**config.mk**
```make
export PLATFORM = sky130hd
export DESIGN_NAME = mem_stage_ctrl
export DESIGN_NICKNAME = d
export VERILOG_FILES = /design/src/rtl/mem_stage_ctrl.sv
export SDC_FILE = /design/constraint.sdc
export NUM_CORES = 1
export LEC_CHECK = 0
export BUFFER_PORTS_ARGS = -buffer_cell sky130_fd_sc_hd__clkbuf_2
export CELL_PAD_IN_SITES_DETAIL_PLACEMENT = 2
export CELL_PAD_IN_SITES_GLOBAL_PLACEMENT = 2
export CORE_AREA = 5 5 224 117
export DETAILED_ROUTE_END_ITERATION = 6
export DIE_AREA = 0 0 229 122
export PLACE_DENSITY_LB_ADDON = 0.1
export SLEW_MARGIN = 20
export SYNTH_ARGS = -nofsm -noshare
export SYNTH_HDL_FRONTEND = slang
export SYNTH_SLANG_ARGS = --single-unit
```
**constraint.sdc**
```tcl
create_clock -name clock -period 3.6 [get_ports clock]
set_clock_uncertainty 0.1 [all_clocks]
set_input_delay 0.72 -clock clock [delete_from_list [all_inputs] [get_ports clock]]
set_output_delay 0.72 -clock clock [all_outputs]
set_load 0.01 [all_outputs]
```
**src/rtl/mem_stage_ctrl.sv**
```systemverilog
// rtl/mem_stage_ctrl.sv - memory stage controller between the X/M and M/W latches
// Optional MEM_TIMEOUT_EN: abandon an access after MAX_WAIT unacknowledged wait cycles.
module mem_stage_ctrl #(
   parameter int ADDR_W   = 12,
   parameter int MAX_WAIT = 15
) (
   input  logic              clock,
   input  logic              reset,
   input  logic              xmValid,
   input  logic [31:0]       oIn,
   input  logic [31:0]       dIn,
   input  logic [4:0]        rdIn,
   input  logic              wMemIn,
   input  logic              wRegIn,
   input  logic              lwIn,
   output logic              stall,
   output logic              memReq,
   output logic              memWE,
   output logic [ADDR_W-1:0] memAddr,
   output logic [31:0]       memData,
   input  logic              memAck,
   input  logic [31:0]       memQ,
   output logic              mwValid,
   output logic              wRegOut,
   output logic              lwOut,
   output logic [31:0]       oOut,
   output logic [31:0]       memOut,
   output logic [4:0]        rdOut,
   output logic              memErr
);

   typedef enum logic [1:0] {IDLE, WAIT_LD, WAIT_ST} stateT;

   stateT       state;
   logic [31:0] capO;
   logic [4:0]  capRd;
   logic        capWReg;
   logic        memOp;
   logic        waiting;
   logic        giveUp;

   assign memOp   = xmValid & (lwIn | wMemIn);
   assign waiting = (state != IDLE);

`ifdef MEM_TIMEOUT_EN
   localparam int CNT_W = $clog2(MAX_WAIT + 1);
   logic [CNT_W-1:0] waitCnt;

   // waitCnt counts completed unacknowledged wait cycles; the limit cycle is the MAX_WAIT-th
   assign giveUp = waiting & ~memAck & (waitCnt == CNT_W'(MAX_WAIT - 1));

   always_ff @(posedge clock or negedge reset) begin
      if (!reset) begin
         waitCnt <= '0;
         memErr  <= 1'b0;
      end else begin
         if (!waiting)
            waitCnt <= '0;
         else if (!memAck)
            waitCnt <= waitCnt + CNT_W'(1);
         if (giveUp)
            memErr <= 1'b1;
      end
   end
`else
   assign giveUp = 1'b0;
   assign memErr = 1'b0;
`endif

   assign stall = waiting ? ~(memAck | giveUp) : memOp;

   always_ff @(posedge clock or negedge reset) begin
      if (!reset) begin
         state   <= IDLE;
         memReq  <= 1'b0;
         memWE   <= 1'b0;
         memAddr <= '0;
         memData <= '0;
         capO    <= '0;
         capRd   <= '0;
         capWReg <= 1'b0;
         mwValid <= 1'b0;
         wRegOut <= 1'b0;
         lwOut   <= 1'b0;
         oOut    <= '0;
         memOut  <= '0;
         rdOut   <= '0;
      end else begin
         case (state)
            IDLE: begin
               if (memOp) begin
                  memAddr <= oIn[ADDR_W-1:0];
                  memData <= dIn;
                  memWE   <= wMemIn & ~lwIn;
                  capO    <= oIn;
                  capRd   <= rdIn;
                  capWReg <= wRegIn;
                  memReq  <= 1'b1;
                  mwValid <= 1'b0;
                  state   <= lwIn ? WAIT_LD : WAIT_ST;
               end else begin
                  mwValid <= xmValid;
                  oOut    <= oIn;
                  rdOut   <= rdIn;
                  wRegOut <= wRegIn & (rdIn != 5'd0);
                  lwOut   <= 1'b0;
               end
            end
            default: begin
               if (memAck) begin
                  state   <= IDLE;
                  memReq  <= 1'b0;
                  mwValid <= 1'b1;
                  oOut    <= capO;
                  rdOut   <= capRd;
                  if (state == WAIT_LD) begin
                     memOut  <= memQ;
                     lwOut   <= 1'b1;
                     wRegOut <= capWReg & (capRd != 5'd0);
                  end else begin
                     lwOut   <= 1'b0;
                     wRegOut <= 1'b0;
                  end
               end else if (giveUp) begin
                  // abandoned access retires as a harmless no-write instruction
                  state   <= IDLE;
                  memReq  <= 1'b0;
                  mwValid <= 1'b1;
                  oOut    <= capO;
                  rdOut   <= capRd;
                  wRegOut <= 1'b0;
                  lwOut   <= 1'b0;
                  memOut  <= 32'h0;
               end else begin
                  mwValid <= 1'b0;
               end
            end
         endcase
      end
   end

endmodule
```
==> impl_metrics.ini, run 1 <==
[status]
status = finished, final reports clean

[pwr]
clkPwrFrac_pct = 29.5
p_per_area_nw_per_um2 = 737
seq_power_share_pct = 40.4
leakage_uw = 0.00409
combPwrFrac_pct = 30.1
p_sw_uw = 1880
switching_share_pct = 30.5
vdd_drop_max_mv = 0.316
power.internal_uw = 4280

[routing]
viasPerCell = 4.19
drcViolationCount = 0
dr.pass1.iters = 4
drt_iter0_drc = 117
wl_per_cell_um = 19.3
vias = 3934
drt-total-wl_um = 18200
ant_nets = 0

[floorplanning]
rows = 41
io-pin-count = 228
die_width_um = 229
dieArea_um2 = 27900
core_um2 = 24400
initial_core_util_pct = 26.3
die_h_um = 122

[yosys]
yosysWarnings = 0
synth_cell_types = 29
synth_area_leaders = dfrtp_1, mux2_4, mux2_2
yosysSeqAreaShare_pct = 57.1
syn_area_per_cell_um2 = 16.7
synth_cells = 384
synth_top_area_cell = dfrtp_1
synth.ff_latch_count = 146
synthesis.area_um2 = 6400
synth_top_area_share_pct = 57.1
syn_nets = 492

[final_layout]
post-route-util_pct = 34.3
multi_input_area_um2 = 2450
final_common_cell = clkbuf_2
area_delta_synth_final_pct = 30.4
regArea_um2 = 3650
fin_area_um2 = 8350
final_cell_mix = clkbuf_2, dfrtp_1, mux2_2
antenna_cells = 0
fill_cells = 2512
layout.nets = 713
drive_gt1_share_pct = 69.1

[clock_network]
clock-sinks = 146
cts_resized = 0
path_clk_slew_ns = 0.06
cts_buffers = 17
cts_tree = done
root_buffer = clkbuf_16
clk_latency_ns = 0.43
htree_levels = 4
cts_hold_buf = 0
cts_setup_buffers = 0
clockBufferDepth = 2

[worst_setup_path]
critical_path_class = register to primary output
slowest_delay_ns = 0.50
path_cells = o21a_1 -> a21o_4 -> inv_1 -> clkbuf_2
r2r-start = state[1]
cp.required_ns = 2.78
crit_fanout = 10
crit_path_end_kind = primary output
crit_start = state[0]
crit_buf_inv = 2
arrival_ns = 1.67
cp_slowest_cell = dfrtp_1
startpoint_type = register
cpLargestDelayFamily = compound AO/OA/AOI/OAI gates

[sta]
drv_slew = 0
max_freq_mhz = 401
rsz0062_at_grt = no
final-setup-viol-count = 0
hold_violations = 0
tightest_slew_ns = 0.844
finalSetupTns_ns = 0
fin_crit_sh_pct = 69.2
relSlewSlack_pct = 43.5
period_minus_slack_ns = 2.49

[grt]
antenna_found_initial = 1
first_global_vias = 4651
grt_util_all_layers_pct = 13.3
grt_pass1_wl_um = 28200
grt_overflow = 0
grt_max_degree = 69

[place]
placed_cell_area_um2 = 7740
gp_congestion = 0.727
io_buffers = 226
dp_hpwl_um = 13700

[job]
cap_violations = 0

[min_path]
hold_path_class = input port to asynchronous set/reset pin
[cells in the mapped netlist]
cell	number
a211oi_1	1
mux2_4	74
conb_1	1
a31oi_1	1
inv_1	3
dfrtp_1	146
nor3b_1	1
o211ai_1	2
a21oi_1	2
and2b_1	1
mux2i_1	1
or4_1	2
buf_2	2
nor3_4	1
o21ai_2	1
o21a_1	1
nand2_2	1
nor2_1	1
mux2_2	82
a21o_2	1
nand2_1	2
buf_6	15
nand4b_1	1
mux2_1	20
o21ai_0	3
nor2_2	1
nand3_1	1
a21o_1	1
buf_4	15
[power by group through the flow]
stage | Combinational, uW | Sequential, uW | Clock, uW
global placement | 1860 | 2480 | 0
finish | 1850 | 2490 | 1820
CTS | 1910 | 2500 | 1900
detailed placement | 1900 | 2520 | 0
floorplan | 990 | 2640 | 0
global route | 1990 | 2560 | 1970
[area by class of cell]
| class | count | share of cell area (%) |
|---|---|---|
| Clock buffer | 18 | 5.26 |
| Clock inverter | 14 | 1.95 |
| Inverter | 3 | 0.135 |
| Multi-Input combinational cell | 203 | 29.4 |
| Sequential cell | 146 | 43.8 |
| Tap cell | 322 | 4.83 |
| Timing Repair Buffer | 234 | 14.6 |
[worst reg2reg max path, delay by kind of cell (launching register included)]
family | cells | cell delay, ns
DFF | 1 | 0.55
muxes | 1 | 0.44
and+or+nand+nor | 2 | 0.93
[through the flow]
step                hold WS (ns)  instances  power [uW]  setup WS [ns]
finish                     0.186        940        6150           1.11
global route               0.225        940        6520           1.04
CTS                        0.198        940        6310           1.07
detailed placement         0.379        908        4420           1.13
global placement           0.363        908        4340           1.18
floorplan                  0.324        384        3630           1.42
[metal layers]
metal  vias up  track usage, %  part of all wire (%)
met1      2031            17.9                    49
met3        19            4.05                   4.5
met2        87            20.3                    45
li1       1795               -                     -
met4         2            5.07                   1.5
met5         -               0                 0.039
[final timing paths]
kind                               end  slack (ns)  cells past startpoint
max reg2reg                  memOut[2]        1.48                      3
min reg2reg                 memOut[28]        0.40                      1
min                        memData[23]        0.19                      1
max in group asynchronous   memOut[18]        2.39                      2
min in group clock          memOut[28]        0.40                      1
max                              stall        1.11                      4
[state kept, by name, summed over array words and instances (netlist names)]
name     flops
capO        21
rdOut        5
memAddr     11
state        2
memData     32
memReq       1
capRd        5
wRegOut      1
mwValid      1
capWReg      1
lwOut        1
oOut        32
memWE        1
memOut      32
[cell families (layout without fill, tap and decap cells)]
kind of cell           after synthesis  after routing  share of synthesized area (%)
multiplexers                       177            177                           35.5
flip-flops                         146            146                           57.1
AND/OR/NAND/NOR                     12             12                           1.31
AO/OA/AOI/OAI                       13             13                           1.35
other                                1              1                         0.0586
buffers and inverters               35            269                           4.73
No activity file was read; power rests on OpenSTA's default activity.
==> run 2: changes to the inputs <==
Clock period 3.6 ns to 2.05 ns, I/O delays scaled along.
==> impl_metrics.ini, run 2 (synthesized netlist as in run 1, its figures left out) <==
[status]
status = finished, final reports clean

[worst_setup_path]
cp.required_ns = 1.54
crit_buf_inv = 2
crit_path_end_kind = primary output
slowest_delay_ns = 0.46
cp_slowest_cell = dfrtp_2
r2r_end = oOut[7]
arrival_ns = 1.45
reg2reg_slack_ns = 0.26
startpoint_type = register
r2r_cells = 5
r2r-start = state[0]
crit_fanout = 6
path_cells = o21a_1 -> a21o_4 -> inv_2 -> clkbuf_2
critical_path_class = register to primary output
cpLargestDelayFamily = flip-flops

[min_path]
min_path_cells = 2
holdPathEnd = memOut[19]
hold_path_class = input port to register
min_from = memQ[19]

[grt]
grt_max_degree = 51
grt_util_all_layers_pct = 13.4
grt_pass1_wl_um = 28500
first_global_vias = 4659
grt_overflow = 0
antenna_found_initial = 1

[sta]
max_freq_mhz = 511
drv_slew = 0
final-setup-viol-count = 0
hold_violations = 0
period_minus_slack_ns = 1.96
fin_crit_sh_pct = 95.5
fin_hold_ws_ns = 0.0987

[floorplanning]
die_width_um = 229
core_um2 = 24400
io-pin-count = 228
rows = 41
die_h_um = 122
dieArea_um2 = 27900
initial_core_util_pct = 26.3

[clock_network]
clk_latency_ns = 0.42
htree_levels = 4
root_buffer = clkbuf_16
cts_tree = done
clock-sinks = 146
clockBufferDepth = 2
cts_buffers = 17
path_clk_slew_ns = 0.06

[pwr]
vdd_drop_max_mv = 0.415
leakage_uw = 0.00420
p_per_area_nw_per_um2 = 1330

[routing]
maxUsedRoutingLayer = met5
vias = 3967
drt-total-wl_um = 18400
wl_met2_um = 8550
wl_per_cell_um = 19.4
drcViolationCount = 0
dr.pass1.iters = 4
met3RoutedLength_um = 914
viasPerCell = 4.18
ant_nets = 0
drt_iter0_drc = 108
drt-met1-wl_um = 8730

[job]
cap_violations = 0

[final_layout]
drive_gt1_share_pct = 69.8
area_delta_synth_final_pct = 34.5
final_cell_mix = clkbuf_2, dfrtp_1, mux2_2
fill_cells = 2484
largestRegisters = memData: 32 flops, memOut: 32 flops, oOut: 32 flops
final_common_cell = clkbuf_2
regArea_um2 = 3660
layout.nets = 720
multi_input_area_um2 = 2450
post-route-util_pct = 35.3

[place]
gp_congestion = 0.701
dp_hpwl_um = 14000
io_buffers = 226
==> run 2: how the worst max path moves through the flow <==
stage,from,to,slack (ns),cells after the start
2_1_floorplan,state[1],oOut[0],0.36,5
3_3_place_gp,lwIn,oOut[19],0.18,5
3_5_place_dp,lwIn,oOut[20],0.12,5
4_1_cts,state[0],stall,0.01,4
5_1_grt,state[0],stall,-0.008,4
6_report,state[0],stall,0.09,4
==> run 2: what timing repair did <==
action | CTS | global route
buffers inserted | 2 | 2
endpoints found under the setup margin | 1 | 1
endpoints found under the hold margin | 28 | 0
resized for setup | 3 | 0
pin swaps | 1 | 0
hold buffers | 1 | 0
==> run 2: layer usage <==
metal	up-vias	global-route usage, %
met2	88	20.6
met5	-	0
met1	2047	17.8
met4	2	3.83
met3	13	4.96
li1	1817	-
==> run 2: stage by stage <==
stage                     instances   TNS, ns  setup slack [ns]  area (um2)  power, uW
after floorplan                 384         0             0.361        6400       6370
after global placement          910         0             0.182        7850       7700
after detailed placement        910         0             0.122        7850       7840
after CTS                       945         0           0.00952        8590      11800
after global routing            947  -0.00799          -0.00799        8610      12200
final                           948         0            0.0914        8610      11500
==> run 2: worst reg2reg max path: cells and delay by family, from the launching register on <==
| kind | cells | cell delay (ns) |
|---|---|---|
| AOI/OAI and AO/OA | 1 | 0.16 |
| buffers and inverters | 2 | 0.42 |
| DFF | 1 | 0.46 |
| muxes | 1 | 0.32 |
| and+or+nand+nor | 1 | 0.21 |
==> run 2: power breakdown <==
part           leakage (uW)  switching, uW  internal [uW]
clock network      0.000343           1280           2510
logic               0.00215           1500           1830
registers           0.00171            552           3800
total               0.00420           3330           8150
==> run 2: cell type report <==
type	instances	area share, %
well taps	322	4.68
inverters	3	0.131
clock inverters	12	2.92
flip-flops and latches	146	42.5
multi-input cells	203	28.5
repair buffers	241	15.9
diodes	1	0.0291
clock buffers	20	5.42
